`src/rtl/pulse_emitter_pkg.sv`:
```
// Shared types and default parameters for the pulse emitter and its bench.
package pulse_emitter_pkg;

  typedef enum logic [1:0] {
    IDLE = 2'd0,
    HIGH = 2'd1,
    LOW  = 2'd2
  } pe_state_t;

  localparam int unsigned PE_HIGH_CYCLES = 4;
  localparam int unsigned PE_LOW_CYCLES  = 4;
  localparam int unsigned PE_QUEUE_DEPTH = 3;

  // Phase counter only ever holds cycles-1, so clog2 of the larger phase suffices.
  function automatic int unsigned phaseWidth(int unsigned highCycles, int unsigned lowCycles);
    int unsigned m;
    int unsigned w;
    m = (highCycles > lowCycles) ? highCycles : lowCycles;
    w = $clog2(m);
    return (w < 1) ? 1 : w;
  endfunction

endpackage

```
`src/rtl/sat_updown_counter.sv`:
```
// Saturating up/down counter; a simultaneous inc and dec leaves the count unchanged.
module sat_updown_counter #(
  parameter int unsigned MAX   = 3,
  parameter int unsigned WIDTH = 2
) (
  input  logic             clock,
  input  logic             rst,
  input  logic             inc,
  input  logic             dec,
  output logic [WIDTH-1:0] count,
  output logic             full
);

  assign full = (count == WIDTH'(MAX));

  always_ff @(posedge clock or negedge rst) begin
    if (!rst) begin
      count <= '0;
    end else if (inc && !dec && !full) begin
      count <= count + WIDTH'(1);
    end else if (dec && !inc && (count != '0)) begin
      count <= count - WIDTH'(1);
    end
  end

endmodule

```
`src/rtl/pulse_emitter.sv`:
```
// Stretches single-cycle triggers into pulses of fixed high width and minimum low gap,
// queueing triggers that arrive mid-pulse in a saturating counter.
module pulse_emitter
  import pulse_emitter_pkg::*;
#(
  parameter int unsigned HIGH_CYCLES = PE_HIGH_CYCLES,
  parameter int unsigned LOW_CYCLES  = PE_LOW_CYCLES,
  parameter int unsigned QUEUE_DEPTH = PE_QUEUE_DEPTH
) (
  input  logic                                 clock,
  input  logic                                 rst,
  input  logic                                 trigger,
  input  logic                                 clr_ovf,
  output logic                                 pulse_out,
  output logic                                 busy,
  output logic [$clog2(QUEUE_DEPTH+1)-1:0]     pending,
  output logic                                 overflow
);

  localparam int unsigned PW = phaseWidth(HIGH_CYCLES, LOW_CYCLES);
  localparam int unsigned QW = $clog2(QUEUE_DEPTH + 1);

  pe_state_t   state;
  pe_state_t   stateNext;
  logic [PW-1:0] phase;
  logic [PW-1:0] phaseNext;
  logic        inc;
  logic        dec;
  logic        queueFull;
  logic        queueNonEmpty;
  logic        drop;

  assign queueNonEmpty = (pending != '0);
  assign busy          = (state != IDLE);
  assign drop          = inc & queueFull & ~dec;

  sat_updown_counter #(
    .MAX   (QUEUE_DEPTH),
    .WIDTH (QW)
  ) u_pendingCount (
    .clock (clock),
    .rst   (rst),
    .inc   (inc),
    .dec   (dec),
    .count (pending),
    .full  (queueFull)
  );

  always_comb begin
    stateNext = state;
    phaseNext = phase;
    dec       = 1'b0;
    // An IDLE trigger with nothing queued is consumed directly; all others go through the queue.
    inc       = trigger & ~((state == IDLE) & ~queueNonEmpty);
    case (state)
      IDLE: begin
        if (trigger || queueNonEmpty) begin
          stateNext = HIGH;
          phaseNext = PW'(HIGH_CYCLES - 1);
          dec       = queueNonEmpty;
        end
      end
      HIGH: begin
        if (phase != '0) begin
          phaseNext = phase - PW'(1);
        end else begin
          stateNext = LOW;
          phaseNext = PW'(LOW_CYCLES - 1);
        end
      end
      LOW: begin
        if (phase != '0) begin
          phaseNext = phase - PW'(1);
        end else if (queueNonEmpty) begin
          stateNext = HIGH;
          phaseNext = PW'(HIGH_CYCLES - 1);
          dec       = 1'b1;
        end else begin
          stateNext = IDLE;
        end
      end
      default: begin
        stateNext = IDLE;
        phaseNext = '0;
      end
    endcase
  end

  always_ff @(posedge clock or negedge rst) begin
    if (!rst) begin
      state     <= IDLE;
      phase     <= '0;
      pulse_out <= 1'b0;
      overflow  <= 1'b0;
    end else begin
      state     <= stateNext;
      phase     <= phaseNext;
      pulse_out <= (stateNext == HIGH);
      if (drop) begin
        overflow <= 1'b1;
      end else if (clr_ovf) begin
        overflow <= 1'b0;
      end
    end
  end

endmodule

```
`config.mk`:
```
export PLATFORM = sky130hd
export DESIGN_NAME = pulse_emitter
export DESIGN_NICKNAME = d
export VERILOG_FILES = /design/src/rtl/pulse_emitter_pkg.sv /design/src/rtl/sat_updown_counter.sv /design/src/rtl/pulse_emitter.sv
export SDC_FILE = /design/constraint.sdc
export NUM_CORES = 1
export LEC_CHECK = 0
export BUFFER_PORTS_ARGS = -buffer_cell sky130_fd_sc_hd__buf_4
export CELL_PAD_IN_SITES_DETAIL_PLACEMENT = 0
export CELL_PAD_IN_SITES_GLOBAL_PLACEMENT = 1
export CORE_MARGIN = 1.5
export CORE_UTILIZATION = 43
export DETAILED_ROUTE_END_ITERATION = 7
export PLACE_DENSITY = 0.79
export SYNTH_ARGS = -nofsm -noshare
export SYNTH_HDL_FRONTEND = slang
export SYNTH_HIERARCHICAL = 1
export SYNTH_SLANG_ARGS = --single-unit
export TNS_END_PERCENT = 20
```
`constraint.sdc`:
```
create_clock -name clock -period 3.6 [get_ports clock]
set_input_delay 0.72 -clock clock [delete_from_list [all_inputs] [get_ports clock]]
set_output_delay 0.72 -clock clock [all_outputs]
set_load 0.03 [all_outputs]
```
Yosys cells after proc, flatten, opt, wreduce, memory -nomap -nowiden
Cells that the tools add are included.
{"block": "op_classes", "n_addsub": 3, "mul": 0, "div": 0, "order_cmp": 0, "n_eq_ne": 6, "shifts": 0, "mux": 18, "bitwise": 7, "reduce_logical": 15}
{"operator": "$mux W2", "count": 9}
{"operator": "$pmux W2 S3", "count": 2}
{"operator": "$reduce_bool A2 Y1", "count": 5}
{"operator": "$mux W1", "count": 6}
{"operator": "$and A1 B1 Y1", "count": 4}
{"operator": "$eq A2 B1 Y1 const B", "count": 2}
{"operator": "$eq A2 B2 Y1 const B", "count": 2}
{"operator": "$logic_and A1 B1 Y1", "count": 4}
{"operator": "$sub A2 B1 Y2 const B", "count": 2}
{"operator": "$logic_not A1 Y1", "count": 3}
{"operator": "$ne A3 B3 Y1 const B", "count": 1}
{"operator": "$not A1 Y1", "count": 3}
{"operator": "$add A2 B1 Y2 const B", "count": 1}
{"operator": "$logic_not A2 Y1", "count": 1}
{"operator": "$ne A2 B1 Y1 const B", "count": 1}
{"operator": "$pmux W1 S2", "count": 1}
{"operator": "$reduce_and A2 Y1", "count": 1}
{"operator": "$logic_or A1 B1 Y1", "count": 1}
{"block": "word_totals", "ff_bits": 8, "latchBits": 0, "mem_bits_rw": 0, "romBits": 0, "inputBits": 4, "output_inout_bits": 5, "memories": 0}

Longest topological paths before layout
{"block": "logic_depth", "ltp_word": 10, "mapped_depth": 8}

Cells and area by module
Netlist, hierarchy kept.
{"module": "pulse_emitter", "instances": 1, "cells_per_inst": 50, "area_per_inst_um2": 478.0}
{"module": "sat_updown_counter", "instances": 1, "cells_per_inst": 13, "area_per_inst_um2": 111.4}

Least setup slack after synthesis
Ideal clock, no wire load.
{"block": "synth_timing", "path_kind": "register to output", "startpoint": "register state[0]", "endpoint": "output busy", "arrival_time_ps": 951, "required_time_ps": 2880, "setup_slack_ps": 1929, "stages_incl_launch_ff": 4, "n_path_buf": 0, "path_cell_list": "dfrtp_1 inv_1 ha_1 inv_1"}
{"block": "synth_via", "elab_chain_cells": 1}
{"item": "start, declared", "line": "pulse_emitter.sv:23", "rtl": "pe_state_t state;"}
{"item": "start signal, assigned", "line": "pulse_emitter.sv:96", "rtl": "state <= stateNext;"}
{"item": "$reduce_bool A2 Y1", "line": "pulse_emitter.sv:34", "rtl": "assign busy = (state != IDLE);"}
{"item": "end, declared", "line": "pulse_emitter.sv:15", "rtl": "output logic busy,"}
Every way passes these cells.

Worst setup path after layout
Ends and elaborated chain as after synthesis.

==> impl_metrics.json <==
{
  "critPathMaxFanout": 6,
  "antenna_found_initial": 0,
  "synthArstFlopShare_pct": 100,
  "synthSimpleGateAreaFrac_pct": 19.7,
  "synth-xor-area-share_pct": 0,
  "tns_ns": 0,
  "synth_compound_area_share_pct": 21.0,
  "syn-instance-count": 63,
  "die_x_um": 40.0,
  "core_area_sq_mm": 0.00128,
  "grt_pass1_vias": 390,
  "globalRouteTotalUtil_pct": 16.4,
  "ys_seq_area_share_pct": 34.0,
  "irDropWorstVdd_v": 0.000404,
  "dieArea_sq_mm": 0.00160,
  "port_buffers": 8,
  "drive_above_1_share_pct": 20.3,
  "post_cts_resized": 0,
  "fill_cells": 137,
  "gr-total-overflow": 0,
  "vias_per_cell": 5.06,
  "maxSlewViolCount": 0,
  "synth_nets": 75,
  "initial_utilization_pct": 45.9,
  "arrival_ns": 1.33,
  "post-route-drc-count": 0,
  "wl_per_cell_um": 11.5,
  "synth_area_sq_um": 589,
  "power_density_mw_per_mm2": 894,
  "finalCriticalPeriod_ns": 2.05,
  "ant_nets": 0,
  "max_cap_viol_count": 0,
  "diodes": 0,
  "insertion_delay_ns": 0.25,
  "cp-end-kind": "output port",
  "worstMarginPinSlew_ns": 0.473,
  "status": "complete, no violations",
  "ys_ff_latch": 8,
  "skew_ns": 0.00675,
  "clkTransAtPathRegs_ns": 0.05,
  "post-dp-hpwl_um": 833,
  "num_rows": 13,
  "fmax_mhz": 488,
  "drt-total-wl_um": 1030,
  "synth_top_family_by_area": "compound AO/OA/AOI/OAI gates",
  "cts.path.max_buffers": 2,
  "critPathLaunchType": "flop",
  "relSlewSlack_pct": 68.2,
  "min-delay-path-class": "in -> async",
  "crit_type": "reg -> out",
  "yosys-mux-area-fraction_pct": 1.91,
  "synth_edf_count": 0,
  "io_pins": 9,
  "hold_viol": 0,
  "syn-mean-instance-area_sq_um": 9.35,
  "gp_congestion": 0.705,
  "h-tree-depth": 1,
  "synthFlopType": "dfrtp_1",
  "postCtsHoldBufs": 0,
  "cp.required_ns": 2.88,
  "p_leak_nw": 0.338,
  "cts_buffers": 3,
  "cts-root-buf": "clkbuf_4",
  "top_layer": "met3",
  "drt-initial-drc-count": 7,
  "finalCritPeriodShare_pct": 56.9,
  "drt-met1-wl_um": 525,
  "grt_pass1_wl_um": 1700,
  "via_count": 450,
  "fin_nets": 88,
  "final_util_pct": 53.7,
  "area_growth_pct": 17.2,
  "dr_wl_met2_um": 456,
  "synthDistinctLibCells": 24,
  "clkSinkCount": 8,
  "dr.pass1.iters": 3,
  "synth_adder_area_share_pct": 17.0,
  "setup_violations": 0,
  "die_y_um": 40.0,
  "cts_setup_buffers": 0,
  "rsz0062_at_grt": "false",
  "grt_max_degree": 10,
  "met3WireLength_um": 44,
  "cts_tree": "built",
  "yosys_warnings": 6
}
==> cells in the final DEF, fill, tap and decap left out, types with 2 or more instances in the layout <==
cell	count
a21boi_0	2
inv_1	10
clkbuf_4	3
nand2b_1	4
a2111o_1	2
dfrtp_1	8
nand2_1	2
or2b_1	2
ha_1	8
nor2_1	5
buf_4	8
a21oi_1	6
==> path summary, 6_finish.rpt <==
check | startpoint | endpoint | slack, ns | depth (start not counted)
hold / removal | rst | state[1] | 0.28 | 1
hold reg to reg | overflow | overflow | 0.50 | 1
setup reg to reg | state[0] | u_pendingCount/count[0] | 1.77 | 6
setup / recovery | state[0] | busy | 1.55 | 4
min in group clock | overflow | overflow | 0.50 | 1
max in group asynchronous | rst | u_pendingCount/count[1] | 3.19 | 1
==> synth_stat cells (all sizes together) (2+ instances only) <==
library cell	number	area, sq um
ha	8	100
a21oi	7	38.8
or2b	2	15.0
nand2	2	7.51
inv	10	37.5
dfrtp	8	200
a2111o	2	22.5
nand2b	4	25.0
nor2	5	18.8
a21boi	2	15.0
==> kinds of logic after synthesis <==
group | Yosys count
simple gates | 20
compound gates | 16
buf+inv | 10
fa+ha+maj | 8
flops | 8
mux | 1
==> routing by layer <==
| layer | vias to the layer above | GRT usage, % |
|---|---|---|
| li1 | 240 | - |
| met2 | 7 | 23.4 |
| met4 | 0 | 0 |
| met3 | 0 | 10.0 |
| met1 | 203 | 22.3 |
| met5 | - | 0 |
==> state kept, by name, summed over array words and instances (netlist names) <==
signal	count
state	2
pulse_out	1
u_pendingCount/count	2
phase	2
overflow	1
==> final cells by class <==
| cell class | count | area [sq um] | share of cell area [%] |
|---|---|---|---|
| clock buffers | 3 | 22.5 | 3.26 |
| inverters | 10 | 37.5 | 5.43 |
| multi-input cells | 45 | 352 | 50.9 |
| flip-flops and latches | 8 | 200 | 29.0 |
| well taps | 15 | 18.8 | 2.72 |
| repair buffers | 8 | 60.1 | 8.70 |
==> per-stage QoR <==
step / hold WS (ns) / instance area, sq um / instances / total power, W / worst slack [ns]
after floorplan: 0.424 / 589 / 63 / 0.000450 / 1.93
after global placement: 0.483 / 668 / 86 / 0.000555 / 1.78
after detailed placement: 0.487 / 668 / 86 / 0.000556 / 1.79
after CTS: 0.270 / 691 / 89 / 0.000625 / 1.54
after global routing: 0.266 / 691 / 89 / 0.000678 / 1.42
final: 0.276 / 691 / 89 / 0.000617 / 1.55
==> where the power goes <==
| part | internal, W | switching (W) | total, W |
|---|---|---|---|
| registers | 0.000134 | 0.0000452 | 0.000180 |
| clock network | 0.0000379 | 0.0000270 | 0.0000649 |
| logic | 0.000160 | 0.000212 | 0.000373 |
| total | 0.000333 | 0.000284 | 0.000617 |
==> critical path: stages (launching register included) <==
cell	delay, ns
dfrtp_1	0.43
inv_1	0.15
ha_1	0.25
inv_1	0.08
buf_4	0.17
Note: power is estimated with default switching activity, not from simulation.
